## config.mk

```make
export PLATFORM = sky130hd
export DESIGN_NAME = pipe_stage_reg
export DESIGN_NICKNAME = d
export VERILOG_FILES = /design/src/rtl/pipe_stage_reg.sv
export SDC_FILE = /design/constraint.sdc
export NUM_CORES = 1
export LEC_CHECK = 0
export ABC_AREA = 1
export CAP_MARGIN = 5
export CELL_PAD_IN_SITES_DETAIL_PLACEMENT = 1
export CELL_PAD_IN_SITES_GLOBAL_PLACEMENT = 1
export CORE_ASPECT_RATIO = 0.5
export CORE_MARGIN = 10
export CORE_UTILIZATION = 28
export CTS_BUF_LIST = sky130_fd_sc_hd__clkbuf_8
export CTS_CLUSTER_DIAMETER = 40
export CTS_CLUSTER_SIZE = 25
export DETAILED_ROUTE_END_ITERATION = 16
export PLACE_DENSITY_LB_ADDON = 0.05
export SLEW_MARGIN = 20
export SYNTH_ARGS = -nofsm -noshare
export SYNTH_HDL_FRONTEND = slang
export SYNTH_SLANG_ARGS = --single-unit
export TNS_END_PERCENT = 20
```

## constraint.sdc

```tcl
create_clock -name clk -period 1 [get_ports clk]
set_input_delay 0.2 -clock clk [delete_from_list [all_inputs] [get_ports clk]]
set_output_delay 0.2 -clock clk [all_outputs]
set_load 0.005 [all_outputs]
```

## src/rtl/pipe_stage_reg.sv

```systemverilog
// rtl/pipe_stage_reg.sv - parametrised inter-stage pipeline register with stall, bubble and forward-ready flag
module pipe_stage_reg #(
  parameter int          PAYLOAD_W     = 96,
  parameter int          TNEW_W        = 2,
  parameter int          EXC_W         = 5,
  parameter logic [31:0] PC_RESET      = 32'h0000_3000,
  parameter bit          DEC_TNEW      = 1'b1,
  parameter bit          FLUSH_KEEP_PC = 1'b1
) (
  input  logic                 clk,
  input  logic                 reset,
  input  logic                 en,
  input  logic                 flush,
  input  logic                 in_valid,
  input  logic [31:0]          in_pc,
  input  logic [PAYLOAD_W-1:0] in_payload,
  input  logic [4:0]           in_a3,
  input  logic                 in_rfwr,
  input  logic [TNEW_W-1:0]    in_tnew,
  input  logic [EXC_W-1:0]     in_exc,
  input  logic                 in_bd,
  output logic                 out_valid,
  output logic [31:0]          out_pc,
  output logic [PAYLOAD_W-1:0] out_payload,
  output logic [4:0]           out_a3,
  output logic                 out_rfwr,
  output logic [TNEW_W-1:0]    out_tnew,
  output logic [EXC_W-1:0]     out_exc,
  output logic                 out_bd,
  output logic                 out_fwd_ok
);

  localparam logic [TNEW_W-1:0] TNEW_ONE = {{(TNEW_W-1){1'b0}}, 1'b1};

  logic [TNEW_W-1:0] load_tnew;

  // Tnew counts down one stage per hop; it saturates at zero so a produced result stays produced
  always_comb begin
    load_tnew = in_tnew;
    if (DEC_TNEW && (in_tnew != '0)) begin
      load_tnew = in_tnew - TNEW_ONE;
    end
  end

  // Stage register: reset beats flush, flush beats hold, hold beats load
  always_ff @(posedge clk) begin
    if (reset) begin
      out_valid   <= 1'b0;
      out_pc      <= PC_RESET;
      out_payload <= '0;
      out_a3      <= 5'd0;
      out_rfwr    <= 1'b0;
      out_tnew    <= '0;
      out_exc     <= '0;
      out_bd      <= 1'b0;
    end else if (flush) begin
      out_valid   <= 1'b0;
      out_payload <= '0;
      out_a3      <= 5'd0;
      out_rfwr    <= 1'b0;
      out_tnew    <= '0;
      out_exc     <= '0;
      // Bubbles may carry the flushed slot's PC/BD so EPC stays meaningful downstream
      out_pc      <= FLUSH_KEEP_PC ? in_pc : PC_RESET;
      out_bd      <= FLUSH_KEEP_PC ? in_bd : 1'b0;
    end else if (en) begin
      out_valid   <= in_valid;
      out_pc      <= in_pc;
      out_payload <= in_payload;
      // An empty slot must never write the register file nor be a forwarding source
      out_a3      <= in_valid ? in_a3 : 5'd0;
      out_rfwr    <= in_valid & in_rfwr;
      out_tnew    <= load_tnew;
      out_exc     <= in_exc;
      out_bd      <= in_bd;
    end
  end

  // Forward-ready is decoded from registered state only, so it adds no input-to-output path
  always_comb begin
    out_fwd_ok = out_valid & out_rfwr & (out_a3 != 5'd0) & (out_tnew == '0);
  end

endmodule

```

## After elaboration in Yosys (flattened, before gate mapping)

Index checks and enable logic that the tools add are counted.

- Muxes and demuxes: 6
- Reduce and logical (&&, ||, !) cells: 5
- $add $sub $neg: 1
- Bitwise gates (word level): 4

Operator list:

| operator | count |
|---|---|
| $mux W32 | 2 |
| $mux W5 | 1 |
| $reduce_bool A5 Y1 | 1 |
| $and A1 B1 Y1 | 4 |
| $reduce_bool A2 Y1 | 2 |
| $logic_not A2 Y1 | 1 |
| $mux W1 | 2 |
| $mux W2 | 1 |
| $reduce_or A2 Y1 | 1 |
| $sub A2 B1 Y2 const B | 1 |

- Register bits: 143
- Bits of input ports: 147
- Word-level logic and storage cells: 24

## Longest topological paths before layout

Gate-level depths: netlist of run 1.

- Depth after elaboration: 3
- Gate-level depth with buffers: 6

## Least setup slack after synthesis of run 1

OpenSTA, ideal clock, no wires.

- Path type: input port to flip-flop
- Start: input flush
- End: register out_a3[0]
- Data required time: 0.934 ns
- Slack: 0.122 ns
- Data arrival time: 0.812 ns
- Stages: 4
- Setup time: 0.066 ns
- Path through: or2_1 -> buf_6 -> buf_6 -> a21oi_2

- Cells in the longest elaborated chain, start to end: 1

Ends and longest elaborated chain:

| what | RTL line | text |
|---|---|---|
| from (decl) | 13 | `input logic flush,` |
| $reduce_or A2 Y1 (no line) | - |  |
| to (signal assigned) | 71 | `out_a3 <= in_valid ? in_a3 : 5'd0;` |
| to (decl) | 25 | `output logic [4:0] out_a3,` |

Every way passes these cells.
A chain may end at the register's enable or synchronous reset.

## Worst setup path after layout of run 1

- Start: register out_a3[1]
- End: output out_fwd_ok

- Cells in the longest elaborated chain, start to end: 3

Ends and longest elaborated chain:

| what | RTL line | text |
|---|---|---|
| $reduce_bool A5 Y1 | 81 | `out_fwd_ok = out_valid & out_rfwr & (out_a3 != 5'd0) & (out_tnew == '0);` |
| $and A1 B1 Y1 (2 in a row) | 81 |  |
| to (decl) | 30 | `output logic out_fwd_ok` |

Every way passes these cells.

==> results.sh, run 1 <==
export IMPL_drv_cap=0
export IMPL_grt_max_degree=64
export IMPL_post_route_period_util=1.408
export IMPL_violations="setup timing"
export IMPL_fillers=2314
export IMPL_fin_util=0.5045
export IMPL_clk_latency_ns=0.45
export IMPL_synth_area_mm2=0.005613
export IMPL_hp_class="in2reg"
export IMPL_vias=5579
export IMPL_p_sw_uw=3264
export IMPL_io_buffers=290
export IMPL_die_h_um=120.1
export IMPL_fmax_ghz=0.7102
export IMPL_firstDrtPassIters=4
export IMPL_antenna_cells=0
export IMPL_crit_chain="nor2_1 -> nand3_1 -> nand2_1 -> inv_1 -> buf_2"
export IMPL_critPathBufInv=2
export IMPL_drt_iter0_markers=200
export IMPL_hold_viol=0
export IMPL_swShare=0.2578
export IMPL_end_kind="output pin"
export IMPL_final_setup_viol_count=144
export IMPL_p_per_area_mw_per_mm2=1281
export IMPL_fin_ws_ns=-0.4080
export IMPL_grt_pass1_wl_um=33550
export IMPL_instances_no_fill=1306
export IMPL_p_seq_frac=0.484
export IMPL_power_leakage_uw=0.004127
export IMPL_critPathKind="reg2out"
export IMPL_yosys_cell_types_count=13
export IMPL_status="finished with violations"
export IMPL_synth_top_area_share=0.5100
export IMPL_nets=1175
export IMPL_dieArea_mm2=0.02645
export IMPL_cp_data_arrival_time_ns=1.21
export IMPL_synth_seq_cells=143
export IMPL_area_delta_synth_final_pct=76.10
export IMPL_std_cell_rows=36
export IMPL_comb_power_share=0.170
export IMPL_antenna_found_initial=0
export IMPL_wl_met2_um=11290
export IMPL_hold_buffers=0
export IMPL_ys_seq_area_frac=0.5100
export IMPL_drcViolationCount=0
export IMPL_max_slew_margin=0.7236
export IMPL_wl_met3_um=1569
export IMPL_clock_sinks=143
export IMPL_routedWlPerCell_um=16.97
export IMPL_clockBufferDepth=2
export IMPL_synthFlopType="dfxtp_1"
export IMPL_yosysTopAreaCell="dfxtp_1"
export IMPL_crit_fanout=2
export IMPL_cts_buffers=17
export IMPL_async_flop_share=0
export IMPL_power_internal_uw=9398
export IMPL_crit_family="flip-flops"
export IMPL_cts_tree="done"
export IMPL_synth_edff_count=0
export IMPL_period_needed_ns=1.408
export IMPL_netlist_top_cells_area="dfxtp_1, nand2_1, a21oi_2"
export IMPL_cp_required_ns=0.80
export IMPL_grt_overflow=0
export IMPL_clkPwrFrac=0.347
export IMPL_grtUsageTotal=0.1632
export IMPL_grt_pass1_vias=5902
export IMPL_io_pin_count=291
export IMPL_core_mm2=0.01959
export IMPL_synthTopCellsByCount="nand2_1, dfxtp_1, a21oi_2, nor2_1, inv_1"
export IMPL_detail_route_antenna_nets=0
export IMPL_die_x_um=220.2
export IMPL_worstSetupStartpointType="flip-flop"
export IMPL_gp_congestion=0.7223
export IMPL_dp_cells=1264
export IMPL_htreeDepth=4
export IMPL_layout_drive_gt1_share=0.4692
export IMPL_dpl_hpwl_um=16470
export IMPL_totalNegativeSetupSlack_ns=-14.79
export IMPL_root_buffer="clkbuf_8"
export IMPL_cp_slowest_cell="dfxtp_2"
export IMPL_synth_most_common_cell="nand2_1"
export IMPL_postSynthCellCount=697
export IMPL_wirelength_um=22160
export IMPL_drt_met1_wl_um=8909
export IMPL_start_util=0.2865
export IMPL_clk_pin_slew_worst_paths_ns=0.08
export IMPL_yosys_warnings=0
export IMPL_highest_layer="met4"
export IMPL_max_slew_worst_pin_slew_ns=0.4146
export IMPL_vdd_ir_drop_max_uv=810.5
export IMPL_drv_slew=0
export IMPL_syn_nets=844
export IMPL_regArea_mm2=0.003042
export IMPL_fin_worst_skew_ns=0
export IMPL_rsz0062_at_grt="true"
export IMPL_multiInputGateArea_mm2=0.002303
export IMPL_synth_area_per_cell_um2=8.053
export IMPL_via_per_inst=4.272
export IMPL_cpPeakStageDelay_ns=0.33
==> what timing repair did <==
| item | in CTS | in global routing |
|---|---|---|
| resized for setup | 796 | 64 |
| pin swaps | 2 | 2 |
| endpoints found under the setup margin | 145 | 164 |
| setup buffers | 3 | 10 |
==> power by group through the flow <==
stage / logic [uW] / clock network (uW) / registers [uW]
after floorplan: 754 / 0 / 6190
after global placement: 2110 / 0 / 6160
after detailed placement: 2140 / 0 / 6170
after CTS: 2160 / 4570 / 6120
after global routing: 2350 / 4840 / 6160
final: 2150 / 4390 / 6130
==> metal layers <==
metal / global-route usage / vias up
met2: 0.2895 / 120
met4: 0.05955 / 0
li1: - / 2810
met1: 0.1760 / 2625
met3: 0.05868 / 24
met5: 0 / -
==> worst paths after layout <==
check | cells after the start | from | endpoint | slack, ns
setup / recovery | 5 | out_a3[1]$_SDFFE_PP0P_ | out_fwd_ok | -0.41
hold / removal | 3 | reset | out_exc[0]$_SDFFE_PP0P_ | 0.13
setup reg to reg | 4 | out_payload[92]$_SDFFE_PP0P_ | out_payload[92]$_SDFFE_PP0P_ | 0.18
hold reg to reg | 2 | out_exc[1]$_SDFFE_PP0P_ | out_exc[1]$_SDFFE_PP0P_ | 0.47
==> stage by stage <==
| stage | power (uW) | setup WS (ns) | instance area (um^2) | hold WS, ns |
|---|---|---|---|---|
| finish | 12660 | -0.4080 | 9884 | 0.1348 |
| global route | 13340 | -0.5253 | 9884 | 0.1421 |
| floorplan | 6944 | 0.1223 | 5613 | 0.3132 |
| CTS | 12850 | -0.4271 | 9734 | 0.1745 |
| global placement | 8268 | -0.4788 | 9096 | 0.4474 |
| detailed placement | 8309 | -0.5047 | 9096 | 0.4574 |
==> kinds of logic (layout without fill, tap and decap cells) <==
kind of cell	Yosys count	after routing	synth area share
DFF	143	143	0.5100
buffers and inverters	85	428	0.08203
AOI/OAI and AO/OA	110	110	0.1650
and+or+nand+nor	359	359	0.2430
==> cell type report <==
class / instances / share of cell area
clock inverters: 10 / 0.007342
flip-flops and latches: 143 / 0.3077
multi-input cells: 469 / 0.2330
well taps: 266 / 0.03367
inverters: 39 / 0.01494
clock buffers: 21 / 0.02924
repair buffers: 358 / 0.3741
==> flip-flops by register name, summed over array words and instances, names as in the netlist <==
signal       cells
out_pc          32
out_exc          5
out_rfwr         1
out_tnew         2
out_bd           1
out_payload     96
out_valid        1
out_a3           5
==> cells in the final DEF, fill, tap and decap left out, types with 11 or more instances in the layout <==
master / count
inv_1: 41
a21oi_2: 101
buf_6: 143
dfxtp_2: 143
nand3_1: 11
nor2_1: 65
clkdlybuf4s50_1: 143
nand2_1: 281
clkbuf_8: 21
buf_4: 49
==> worst reg2reg max path: stages (launching register included) <==
cell     delay, ns
dfxtp_2       0.34
buf_4         0.13
buf_4         0.12
nand2_1       0.07
a21oi_2       0.05
Power figures use the tool's default switching activity.
==> run 2: changes to the inputs <==
==> constraint.sdc (replaced) <==
create_clock -name clk -period 1.3 [get_ports clk]
set_input_delay 0.26 -clock clk [delete_from_list [all_inputs] [get_ports clk]]
set_output_delay 0.26 -clock clk [all_outputs]
set_load 0.005 [all_outputs]
==> results.sh, run 2 (synthesis gave the netlist of run 1 again) <==
export IMPL_status="finished with violations"
export IMPL_violations="setup timing"
export IMPL_grt_max_degree=104
export IMPL_hold_buffers=0
export IMPL_fmax_ghz=0.6952
export IMPL_std_cell_rows=36
export IMPL_holdPathEnd="out_payload[95]$_SDFFE_PP0P_"
export IMPL_cpPeakStageDelay_ns=0.32
export IMPL_power_internal_uw=7287
export IMPL_comb_power_share=0.146
export IMPL_layout_drive_gt1_share=0.4084
export IMPL_layout_common_cells="nand2_1, clkdlybuf4s50_1, dfxtp_2"
export IMPL_hp_class="in2reg"
export IMPL_p_per_area_mw_per_mm2=1104
export IMPL_grtUsageTotal=0.1618
export IMPL_hp_start="en"
export IMPL_hold_viol=0
export IMPL_dpl_hpwl_um=16010
export IMPL_critPathBufInv=3
export IMPL_post_route_period_util=1.106
export IMPL_hold_path_depth=4
export IMPL_fin_ws_ns=-0.1384
export IMPL_p_seq_frac=0.478
export IMPL_cp_required_ns=1.04
export IMPL_crit_family="flip-flops"
export IMPL_drv_cap=0
export IMPL_largestRegisters="out_payload: 96 flops, out_pc: 32 flops"
export IMPL_end_kind="output pin"
export IMPL_cp_slowest_cell="dfxtp_2"
export IMPL_period_needed_ns=1.438
export IMPL_rsz0062_at_grt="true"
export IMPL_power_leakage_uw=0.003752
export IMPL_max_slew_margin=0.6736
export IMPL_final_common_cell="nand2_1"
export IMPL_grt_pass1_vias=5629
export IMPL_root_buffer="clkbuf_8"
export IMPL_via_per_inst=4.289
export IMPL_max_slew_worst_pin_slew_ns=0.4895
export IMPL_crit_chain="inv_1 -> nand2_1 -> nor2_1 -> nand2_1 -> inv_1 -> buf_2"
export IMPL_grt_overflow=0
export IMPL_gp_congestion=0.7108
export IMPL_antenna_cells=0
export IMPL_start_util=0.2865
export IMPL_top_register="out_payload"
export IMPL_drcViolationCount=0
export IMPL_critPathKind="reg2out"
export IMPL_die_h_um=120.1
export IMPL_nets=1134
export IMPL_clock_sinks=143
export IMPL_grt_pass1_wl_um=33170
export IMPL_rrSetupSlack_ns=0.49
export IMPL_placed_area_mm2=0.008836
export IMPL_swShare=0.2543
export IMPL_r2r_end="out_a3[0]$_SDFFE_PP0P_"
export IMPL_cts_tree="done"
export IMPL_dieArea_mm2=0.02645
export IMPL_worstSetupStartpointType="flip-flop"
export IMPL_clockBufferDepth=2
export IMPL_core_mm2=0.01959
export IMPL_stdcell_area_mm2=0.008853
export IMPL_drt_iter0_markers=235
export IMPL_largest_register_ff_count=96
export IMPL_reg2regPathDepth=4
export IMPL_htreeDepth=4
export IMPL_cts_buffers=17
export IMPL_die_x_um=220.2
export IMPL_clk_latency_ns=0.45
export IMPL_detail_route_antenna_nets=0
export IMPL_final_setup_viol_count=2
export IMPL_io_pin_count=291
export IMPL_fin_worst_skew_ns=0
export IMPL_routedWlPerCell_um=17.29
export IMPL_drv_slew=0
export IMPL_vdd_ir_drop_max_uv=584.8
export IMPL_rr_startpoint="out_a3[0]$_SDFFE_PP0P_"
export IMPL_cp_data_arrival_time_ns=1.18
export IMPL_wirelength_um=21880
export IMPL_p_sw_uw=2485
export IMPL_whs_ns=0.2723
export IMPL_total_power_uw=9772
export IMPL_firstDrtPassIters=4
export IMPL_clk_pin_slew_worst_paths_ns=0.08
export IMPL_area_delta_synth_final_pct=57.74
export IMPL_antenna_found_initial=0
export IMPL_clkPwrFrac=0.376
export IMPL_vias=5425
export IMPL_crit_fanout=2
export IMPL_totalNegativeSetupSlack_ns=-0.2123
export IMPL_io_buffers=290
-- run 2: worst max-delay path by stage --
stage | from | end | slack, ns | cells past startpoint
floorplan | flush | out_a3[0]$_SDFFE_PP0P_ | 0.36 | 4
global placement | flush | out_payload[95]$_SDFFE_PP0P_ | -0.30 | 4
detailed placement | flush | out_valid$_SDFFE_PP0P_ | -0.35 | 4
CTS | out_a3[0]$_SDFFE_PP0P_ | out_fwd_ok | -0.19 | 5
global route | out_tnew[0]$_SDFFE_PP0P_ | out_fwd_ok | -0.27 | 6
finish | out_tnew[0]$_SDFFE_PP0P_ | out_fwd_ok | -0.14 | 6
-- run 2: power by group through the flow --
| stage | sequential (uW) | combinational (uW) | clock, uW |
|---|---|---|---|
| 3_3_place_gp | 4740 | 1570 | 0 |
| 4_1_cts | 4660 | 1500 | 3840 |
| 5_1_grt | 4690 | 1580 | 4040 |
| 2_1_floorplan | 4760 | 580 | 0 |
| 6_report | 4670 | 1430 | 3680 |
| 3_5_place_dp | 4750 | 1590 | 0 |
-- run 2: cell type report --
cell class                      count  area, um^2
Clock buffer                       19       261.5
Clock inverter                     12       128.9
Fill cell                        2394       10740
Inverter                           39       147.6
Multi-Input combinational cell    469        2305
Sequential cell                   143        2999
Tap cell                          266       332.8
Timing Repair Buffer              317        2679
-- run 2: per-stage QoR --
step	std cells	util	setup WS [ns]
6_report	1265	0.4519	-0.1384
5_1_grt	1265	0.4519	-0.2658
4_1_cts	1264	0.4653	-0.1866
3_5_place_dp	1231	0.4510	-0.3497
3_3_place_gp	1231	0.4510	-0.2994
2_1_floorplan	697	-	0.3623
-- run 2: layer usage --
layer	track usage	vias to the layer above	share of wire
li1	-	2724	-
met1	0.1811	2562	0.41
met3	0.05817	17	0.065
met5	0	-	0
met2	0.2826	122	0.51
met4	0.04977	0	0.014
-- run 2: worst reg2reg max path, cell delays in order, from the launching register on --
cell and delay, ns:
dfxtp_2 0.34, buf_6 0.11, buf_4 0.12, nand2_1 0.07, a21oi_2 0.05
-- run 2: repair_timing --
action,CTS,global route
setup buffers,3,1
pin swaps,2,0
setup endpoints to repair,144,70
resized for setup,589,81
==> run 3: changes to the inputs <==
--- a/config.mk
+++ b/config.mk
@@ -9,7 +9,6 @@
 export CAP_MARGIN = 5
 export CELL_PAD_IN_SITES_DETAIL_PLACEMENT = 1
 export CELL_PAD_IN_SITES_GLOBAL_PLACEMENT = 1
-export CORE_ASPECT_RATIO = 0.5
 export CORE_MARGIN = 10
 export CORE_UTILIZATION = 28
 export CTS_BUF_LIST = sky130_fd_sc_hd__clkbuf_8
==> constraint.sdc (replaced) <==
create_clock -name clk -period 1.3 [get_ports clk]
set_input_delay 0.325 -clock clk [delete_from_list [all_inputs] [get_ports clk]]
set_output_delay 0.325 -clock clk [all_outputs]
set_load 0.005 [all_outputs]
==> results.sh, run 3 (synthesis gave the netlist of run 1 again) <==
export IMPL_layout_drive_gt1_share=0.4425
export IMPL_grt_pass1_vias=6013
export IMPL_dpl_hpwl_um=17300
export IMPL_layout_common_cells="nand2_1, clkdlybuf4s50_1, buf_2"
export IMPL_drv_cap=0
export IMPL_cp_required_ns=0.98
export IMPL_end_kind="output pin"
export IMPL_drv_slew=0
export IMPL_detail_route_antenna_nets=0
export IMPL_power_leakage_uw=0.003795
export IMPL_routedWlPerCell_um=17.77
export IMPL_drcViolationCount=0
export IMPL_drt_iter0_markers=203
export IMPL_max_slew_worst_pin_slew_ns=0.3151
export IMPL_critPathBufInv=3
export IMPL_crit_fanout=2
export IMPL_dieArea_mm2=0.02611
export IMPL_stdcell_area_mm2=0.008859
export IMPL_vias=5576
export IMPL_violations="setup timing"
export IMPL_hold_viol=0
export IMPL_holdPathEnd="out_payload[28]$_SDFFE_PP0P_"
export IMPL_start_util=0.2865
export IMPL_clk_latency_ns=0.44
export IMPL_gp_congestion=0.7397
export IMPL_largest_register_ff_count=96
export IMPL_worstSetupStartpointType="flip-flop"
export IMPL_root_buffer="clkbuf_8"
export IMPL_grtUsageTotal=0.1709
export IMPL_htreeDepth=4
export IMPL_rr_startpoint="out_rfwr$_SDFFE_PP0P_"
export IMPL_fin_ws_ns=-0.2168
export IMPL_cp_data_arrival_time_ns=1.19
export IMPL_antenna_found_initial=1
export IMPL_vdd_ir_drop_max_uv=561.7
export IMPL_p_per_area_mw_per_mm2=1086
export IMPL_final_setup_viol_count=10
export IMPL_std_cell_rows=51
export IMPL_post_route_period_util=1.167
export IMPL_fin_worst_skew_ns=0
export IMPL_hold_path_depth=3
export IMPL_cp_slowest_cell="dfxtp_2"
export IMPL_r2r_end="out_rfwr$_SDFFE_PP0P_"
export IMPL_grt_overflow=0
export IMPL_area_delta_synth_final_pct=57.82
export IMPL_nets=1142
export IMPL_via_per_inst=4.380
export IMPL_hp_start="en"
export IMPL_die_x_um=161.6
export IMPL_grt_pass1_wl_um=35150
export IMPL_worstSetupStartpoint="out_tnew[1]$_SDFFE_PP0P_"
export IMPL_final_common_cell="nand2_1"
export IMPL_die_h_um=161.6
export IMPL_hold_buffers=0
export IMPL_cts_buffers=17
export IMPL_clk_pin_slew_worst_paths_ns=0.09
export IMPL_dp_cells=1239
export IMPL_core_mm2=0.01959
export IMPL_rrSetupSlack_ns=0.51
export IMPL_rsz0062_at_grt="true"
export IMPL_clockBufferDepth=2
export IMPL_antenna_cells=0
export IMPL_status="finished with violations"
export IMPL_fmax_ghz=0.6593
export IMPL_crit_family="flip-flops"
export IMPL_period_needed_ns=1.517
export IMPL_instances_no_fill=1273
export IMPL_fillers=2386
export IMPL_firstDrtPassIters=4
export IMPL_clock_sinks=143
export IMPL_max_slew_margin=0.7899
export IMPL_io_buffers=290
export IMPL_cts_tree="done"
export IMPL_top_register="out_payload"
export IMPL_critPathKind="reg2out"
export IMPL_wirelength_um=22620
export IMPL_cpPeakStageDelay_ns=0.34
export IMPL_crit_chain="inv_2 -> nand2_2 -> nor2_2 -> nand2_1 -> inv_1 -> buf_2"
export IMPL_placed_area_mm2=0.008915
export IMPL_hp_class="in2reg"
export IMPL_reg2regPathDepth=4
export IMPL_io_pin_count=291
export IMPL_grt_max_degree=64
export IMPL_largestRegisters="out_payload: 96 flops, out_pc: 32 flops"
## run 3: worst max-delay path by stage
stage                                         endpoint  cells past startpoint
after floorplan                 out_a3[0]$_SDFFE_PP0P_                      4
after global placement         out_pc[12]$_SDFFE_PP1P_                      7
after detailed placement  out_payload[66]$_SDFFE_PP0P_                      5
after CTS                                   out_fwd_ok                      6
after global routing                        out_fwd_ok                      6
final                                       out_fwd_ok                      6
## run 3: metrics by stage
stage	util	hold WS [ns]	worst slack [ns]	TNS, ns	total power [uW]
after detailed placement	0.4551	0.4596	-0.2774	-29.91	6379
after CTS	0.4509	0.1875	-0.2634	-1.190	9764
after global placement	0.4551	0.4480	-0.2671	-27.49	6332
after global routing	0.4522	0.1993	-0.3238	-1.244	10160
final	0.4522	0.2187	-0.2168	-0.5105	9618
after floorplan	-	0.4382	0.2973	0	5341
## run 3: area by class of cell
class	count	area, um^2	share of cell area
clock inverter	15	146.4	0.01653
multi-input combinational	469	2310	0.2607
tap	265	331.6	0.03743
inverter	39	147.6	0.01667
clock buffer	17	234.0	0.02641
timing repair buffer	325	2669	0.3013
sequential	143	3020	0.3410
## run 3: layer usage
layer	part of all wire	global-route usage
met1	0.40	0.1869
met3	0.10	0.08312
met5	0.00053	0
met4	0.0095	0.03805
met2	0.49	0.2929
## run 3: timing repair
item | CTS | global route
buffers inserted | 2 | 1
pin swaps | 3 | 2
resized for setup | 700 | 24
setup endpoints to repair | 144 | 19
## run 3: report_power, final
part           switching [uW]  internal (uW)
Clock                    1790           1690
Sequential               91.6           4580
Combinational             684            777
Total                    2570           7050
## run 3: worst register-to-register path, stage by stage (launching register included)
cell	delay, ns
dfxtp_2	0.35
buf_4	0.11
buf_6	0.08
nand2_1	0.04
a21oi_1	0.14
